## config.mk

```make
export PLATFORM = sky130hd
export DESIGN_NAME = regfile_cc
export DESIGN_NICKNAME = d
export VERILOG_FILES = /design/src/rtl/regfile_cc.sv
export SDC_FILE = /design/constraint.sdc
export NUM_CORES = 1
export LEC_CHECK = 0
export BUFFER_PORTS_ARGS = -buffer_cell sky130_fd_sc_hd__clkbuf_2
export CORE_MARGIN = 2
export CORE_UTILIZATION = 45
export CTS_CLUSTER_SIZE = 14
export DETAILED_ROUTE_END_ITERATION = 12
export PLACE_DENSITY = 0.61
export SLEW_MARGIN = 0
export SYNTH_ARGS = -nofsm -noshare
export SYNTH_HDL_FRONTEND = slang
export SYNTH_SLANG_ARGS = --single-unit
```

## constraint.sdc

```tcl
create_clock -name clk -period 7.91 [get_ports clk]
set_input_delay 1.582 -clock clk [delete_from_list [all_inputs] [get_ports clk]]
set_output_delay 1.582 -clock clk [all_outputs]
set_load 0.05 [all_outputs]
```

## src/rtl/regfile_cc.sv

```systemverilog
// LC-3b general-purpose register file with N/Z/P condition codes and branch-enable latch.
// Two combinational read ports feed the ALU; writes, CC loads and BEN loads are independent per edge.
module regfile_cc #(
    parameter int WIDTH = 16,
    parameter int NREGS = 8,
    localparam int AW   = $clog2(NREGS)
) (
    input  logic             clk,
    input  logic             reset,
    input  logic [WIDTH-1:0] BUS,
    input  logic             LD_REG,
    input  logic [AW-1:0]    DR,
    input  logic [AW-1:0]    SR1,
    input  logic [AW-1:0]    SR2,
    input  logic             LD_CC,
    input  logic             LD_BEN,
    input  logic [2:0]       IR_NZP,
    output logic [WIDTH-1:0] SR1_out,
    output logic [WIDTH-1:0] SR2_out,
    output logic             N,
    output logic             Z,
    output logic             P,
    output logic             BEN
);

    logic [WIDTH-1:0] regs_q [NREGS];
    logic [WIDTH-1:0] regs_d [NREGS];
    logic [2:0]       nzp_q;
    logic [2:0]       nzp_d;
    logic             ben_q;
    logic             ben_d;

    // One-hot {n,z,p} classification of a two's-complement value.
    function automatic logic [2:0] cc_of(input logic [WIDTH-1:0] v);
        logic is_zero;
        is_zero = (v == {WIDTH{1'b0}});
        cc_of   = {v[WIDTH-1], is_zero, ~v[WIDTH-1] & ~is_zero};
    endfunction

    // Next-state for registers, condition codes and BEN; BEN always sees the pre-edge CCs.
    always_comb begin
        regs_d = regs_q;
        nzp_d  = nzp_q;
        ben_d  = ben_q;
        if (LD_REG) begin
            regs_d[DR] = BUS;
        end else begin
            regs_d = regs_q;
        end
        if (LD_CC) begin
            nzp_d = cc_of(BUS);
        end else begin
            nzp_d = nzp_q;
        end
        if (LD_BEN) begin
            ben_d = |(IR_NZP & nzp_q);
        end else begin
            ben_d = ben_q;
        end
    end

    // State registers; reset leaves CCs at Z so exactly one code is always set.
    always_ff @(posedge clk or posedge reset) begin
        if (reset) begin
            for (int i = 0; i < NREGS; i++) begin
                regs_q[i] <= {WIDTH{1'b0}};
            end
            nzp_q <= 3'b010;
            ben_q <= 1'b0;
        end else begin
            for (int i = 0; i < NREGS; i++) begin
                regs_q[i] <= regs_d[i];
            end
            nzp_q <= nzp_d;
            ben_q <= ben_d;
        end
    end

    assign SR1_out = regs_q[SR1];
    assign SR2_out = regs_q[SR2];
    assign N       = nzp_q[2];
    assign Z       = nzp_q[1];
    assign P       = nzp_q[0];
    assign BEN     = ben_q;

endmodule

```

# ---- Yosys cells after proc, flatten, opt, wreduce, memory -nomap -nowiden
# Cells that the tools add are included.
dict set report totals {
  ff_bits 132
  output_inout_bits 36
}
dict set report op_classes {
  reduce_logical 3
  order_cmp 4
  bitwise 7
  n_mux 9
}
# cell n
set op_table {}
lappend op_table {{bitwise mux 128 bit} 1}
lappend op_table {{binary-select mux 16 bit (select 3 bit)} 2}
lappend op_table {{2-to-1 mux 16 bit} 5}
lappend op_table {{demux 16 bit (select 3 bit)} 1}
lappend op_table {{zero test 16 bit} 1}
lappend op_table {{>= comparator 4 bit (second input constant)} 3}
lappend op_table {{inverter 3 -> 4 bit} 3}
lappend op_table {{less-than comparator 4 x 1 -> 1 bit (second input constant)} 1}
lappend op_table {{AND 3 bit} 1}
lappend op_table {{OR reduction 3 bit} 1}
lappend op_table {{inverter 1 bit} 2}
lappend op_table {{AND 1 bit} 1}
lappend op_table {{logical AND 1 bit} 1}

# ---- Longest topological paths before layout
dict set report logic_depth {
  depth_word 6
  ltp_mapped 5
  mapped_depth_nobuf 3
}

# ---- Least setup slack after synthesis
# Ideal clock, no wire load.
dict set report synth_timing {
  kind {input to output}
  from {input port SR2[1]}
  to {output port SR2_out[2]}
  t_arrival_ns 2.817
  stages 5
  path_slack_ns 3.511
  path_cell_list {buf_2 -> buf_6 -> buf_2 -> mux4_2 -> mux2_2}
}
dict set report synth_between {
  elab_chain_cells 4
}
# item line_no
set synth_lines {}
lappend synth_lines {{start, declared} 14} ;# input logic [AW-1:0] SR2,
lappend synth_lines {{inverter 3 -> 4 bit (not written as such)} 80} ;# assign SR2_out = regs_q[SR2];
lappend synth_lines {{binary-select mux 16 bit (select 3 bit)} 80}
lappend synth_lines {{2-to-1 mux 16 bit (not written as such) (2 in a row)} 80}
lappend synth_lines {{end, declared} 19} ;# output logic [WIDTH-1:0] SR2_out,
# No other way between the ends. The select of a mux whose other input is x is not followed.

# ---- Worst setup path after layout
dict set report layout_timing {
  from {input port SR1[0]}
  to {output port SR1_out[4]}
}
dict set report layout_between {
  elab_chain_cells 4
}
# item line_no
set layout_lines {}
lappend layout_lines {{start, declared} 13} ;# input logic [AW-1:0] SR1,
lappend layout_lines {{inverter 3 -> 4 bit (not written as such)} 79} ;# assign SR1_out = regs_q[SR1];
lappend layout_lines {{binary-select mux 16 bit (select 3 bit)} 79}
lappend layout_lines {{2-to-1 mux 16 bit (not written as such) (2 in a row)} 79}
lappend layout_lines {{end, declared} 18} ;# output logic [WIDTH-1:0] SR1_out,
# No other way between the ends. The select of a mux whose other input is x is not followed.

==> impl_metrics.json <==
{
  "status": "completed",
  "finalSetupViolations": 0,
  "ys_ff_latch": 132,
  "antenna_cells": 0,
  "critical_path.max_fanout": 19,
  "grt_max_degree": 77,
  "path_delay_family": "buffers and inverters",
  "drv_slew": 0,
  "synth_top_flop_cell": "dfrtp_1",
  "syn_avg_cell_area_um2": 17.2,
  "area_delta_synth_final_pct": 14.6,
  "rsz0062_at_grt": "false",
  "io_buffers": 68,
  "crit_required_ps": 6330,
  "hold_violations": 0,
  "ioPinCount": 69,
  "viasPerCell": 5.85,
  "track_usage_pct": 21.1,
  "nets": 510,
  "synth_edf_count": 0,
  "hold_buffers": 0,
  "final_layout_size_suffix_gt1_share_pct": 62.7,
  "synth_cell_type_count": 29,
  "drtAntennaViolNets": 0,
  "fp.dieW_um": 130,
  "finClkSkew_ps": 1.78,
  "wl_per_cell_um": 23.2,
  "reg2reg_setup_slack_ps": 6960,
  "max_slew_margin_pct": 24.1,
  "synth_top_cells_by_count": "mux2_2 (156), dfrtp_1 (131), mux4_2 (35)",
  "cts_root_buf": "clkbuf_16",
  "tightest_slew_ps": 1140,
  "drt_first_pass_iters": 4,
  "cp_slowest_cell": "mux4_1",
  "max_freq_mhz": 195,
  "core-area_um2": 15700,
  "cts_tree": "done",
  "syn_area_um2": 7150,
  "clk_pin_slew_ps": 60,
  "path_class": "primary input to output port",
  "use_met3_pct": 4.55,
  "vias": 4129,
  "cts_max_path_buffers": 2,
  "finalCritPeriodShare_pct": 64.9,
  "tns_ps": 0,
  "cp_common_cell": "clkbuf_2",
  "syn_inst": 416,
  "start_util_pct": 45.5,
  "rr_endpoint": "BEN",
  "fin_crit_ps": 5140,
  "cts_setup_buffers": 0,
  "path_cells": "clkbuf_2 -> buf_4 -> mux4_1 -> mux2_2 -> clkbuf_2",
  "use_met2_pct": 35.2,
  "gp_congestion": 0.725,
  "holdCritStartpoint": "regs_q[100]",
  "power.density_nw_per_um2": 294,
  "cp.arrival_ps": 3560,
  "rows": 46,
  "cts_made_buffers": 17,
  "overflow": 0,
  "slowest_delay_ps": 590,
  "die_h_um": 130,
  "clk_latency_ps": 420,
  "synth_seq_area_share_pct": 46.2,
  "synth_top_area_share_pct": 45.9,
  "synth.most_common_cell": "mux2_2",
  "async_flop_share_pct": 100,
  "h-tree-depth": 4,
  "synth_area_leaders": "dfrtp_1 (46%), mux2_2 (25%), mux4_2 (11%)",
  "holdPathStages": 1,
  "cts_sinks": 132,
  "cp-start-kind": "primary input",
  "rr_worst_depth": 2,
  "synth_nets": 449,
  "antenna_found_initial": 0,
  "cp.buffers_inverters": 3,
  "peakVddDrop_mv": 0.138,
  "yosys_warnings": 0,
  "r2r-start": "nzp_q[0]",
  "end_kind": "output port",
  "drv_cap": 0,
  "power.leakage_nw": 3.53,
  "finalPower_mw": 2.41,
  "cts_resized": 0,
  "grt_pass1_wl_um": 25800,
  "synth_top_area_cell": "dfrtp_1",
  "fp.dieArea_um2": 16900,
  "grt_use_met1_pct": 28.1,
  "grt_busiest_layer": "met2",
  "drt_iter0_drc": 206,
  "grt_pass1_vias": 4489,
  "min_path_type": "register to register",
  "drc": 0,
  "drt-total-wl_um": 16400,
  "holdPathEnd": "regs_q[100]",
  "dp_hpwl_um": 9850
}
[metal layers]
layer | share of wire, % | vias up | wire length (µm)
met5 | 0 | - | 0
met4 | 1.1 | 0 | 186
met3 | 4.0 | 15 | 660
met2 | 51 | 97 | 8340
met1 | 44 | 2228 | 7190
li1 | - | 1789 | -
[stage by stage]
| stage | hold WS, ps | cell area, µm² | utilization, % | instances | worst slack, ps |
|---|---|---|---|---|---|
| 2_1_floorplan | 463 | 7150 | - | 416 | 2800 |
| 3_3_place_gp | 482 | 7560 | 48.1 | 674 | 2730 |
| 3_5_place_dp | 496 | 7560 | 48.1 | 674 | 2720 |
| 4_1_cts | 509 | 8190 | 52.1 | 706 | 2730 |
| 5_1_grt | 528 | 8190 | 52.1 | 706 | 2680 |
| 6_report | 507 | 8190 | 52.1 | 706 | 2770 |
[cell type report]
class | count | area (µm²)
tap | 216 | 270
inverter | 3 | 13.8
clock inverter | 10 | 153
clock buffer | 22 | 474
timing repair buffer | 75 | 393
sequential | 132 | 3300
fill | 1310 | 7520
multi-input combinational | 248 | 3580
[cell usage in the layout, fill, tap and decap left out, drive strengths merged, types with 3 or more instances in the layout]
cell / instances
clkbuf: 90
nor3: 4
inv: 3
mux2: 160
bufinv: 4
mux4: 64
buf: 7
dfrtp: 131
clkinv: 5
nand4b: 3
[worst max path at each step]
stage	cells past startpoint	endpoint	slack, ps	startpoint
after floorplan	1	BEN	2800	reset
after global placement	5	SR1_out[4]	2730	SR1[0]
after detailed placement	5	SR1_out[4]	2720	SR1[0]
after CTS	5	SR1_out[4]	2730	SR1[0]
after global routing	5	SR1_out[4]	2680	SR1[0]
final	5	SR1_out[4]	2770	SR1[0]
[worst register-to-register path: stages (launching register included)]
cell	delay, ps
dfrtp_1	390
a222oi_1	330
a21oi_1	110
[kinds of logic (layout without fill, tap and decap cells)]
kind of cell,count (synthesis),after routing,share of synthesized area (%)
simple gates,18,18,2.66
buf+inv,36,110,3.66
compound gates,6,6,0.578
mux,224,224,46.9
flops,132,132,46.2
[flip-flops by register name, summed over array words and instances (netlist names)]
| register | flops |
|---|---|
| BEN | 1 |
| nzp_q | 3 |
| regs_q | 128 |
[power by group]
| group | switching (mW) | internal [mW] |
|---|---|---|
| clock | 0.284 | 0.549 |
| sequential | 0.100 | 0.823 |
| combinational | 0.339 | 0.312 |
| total | 0.724 | 1.68 |
Power figures use the tool's default switching activity.
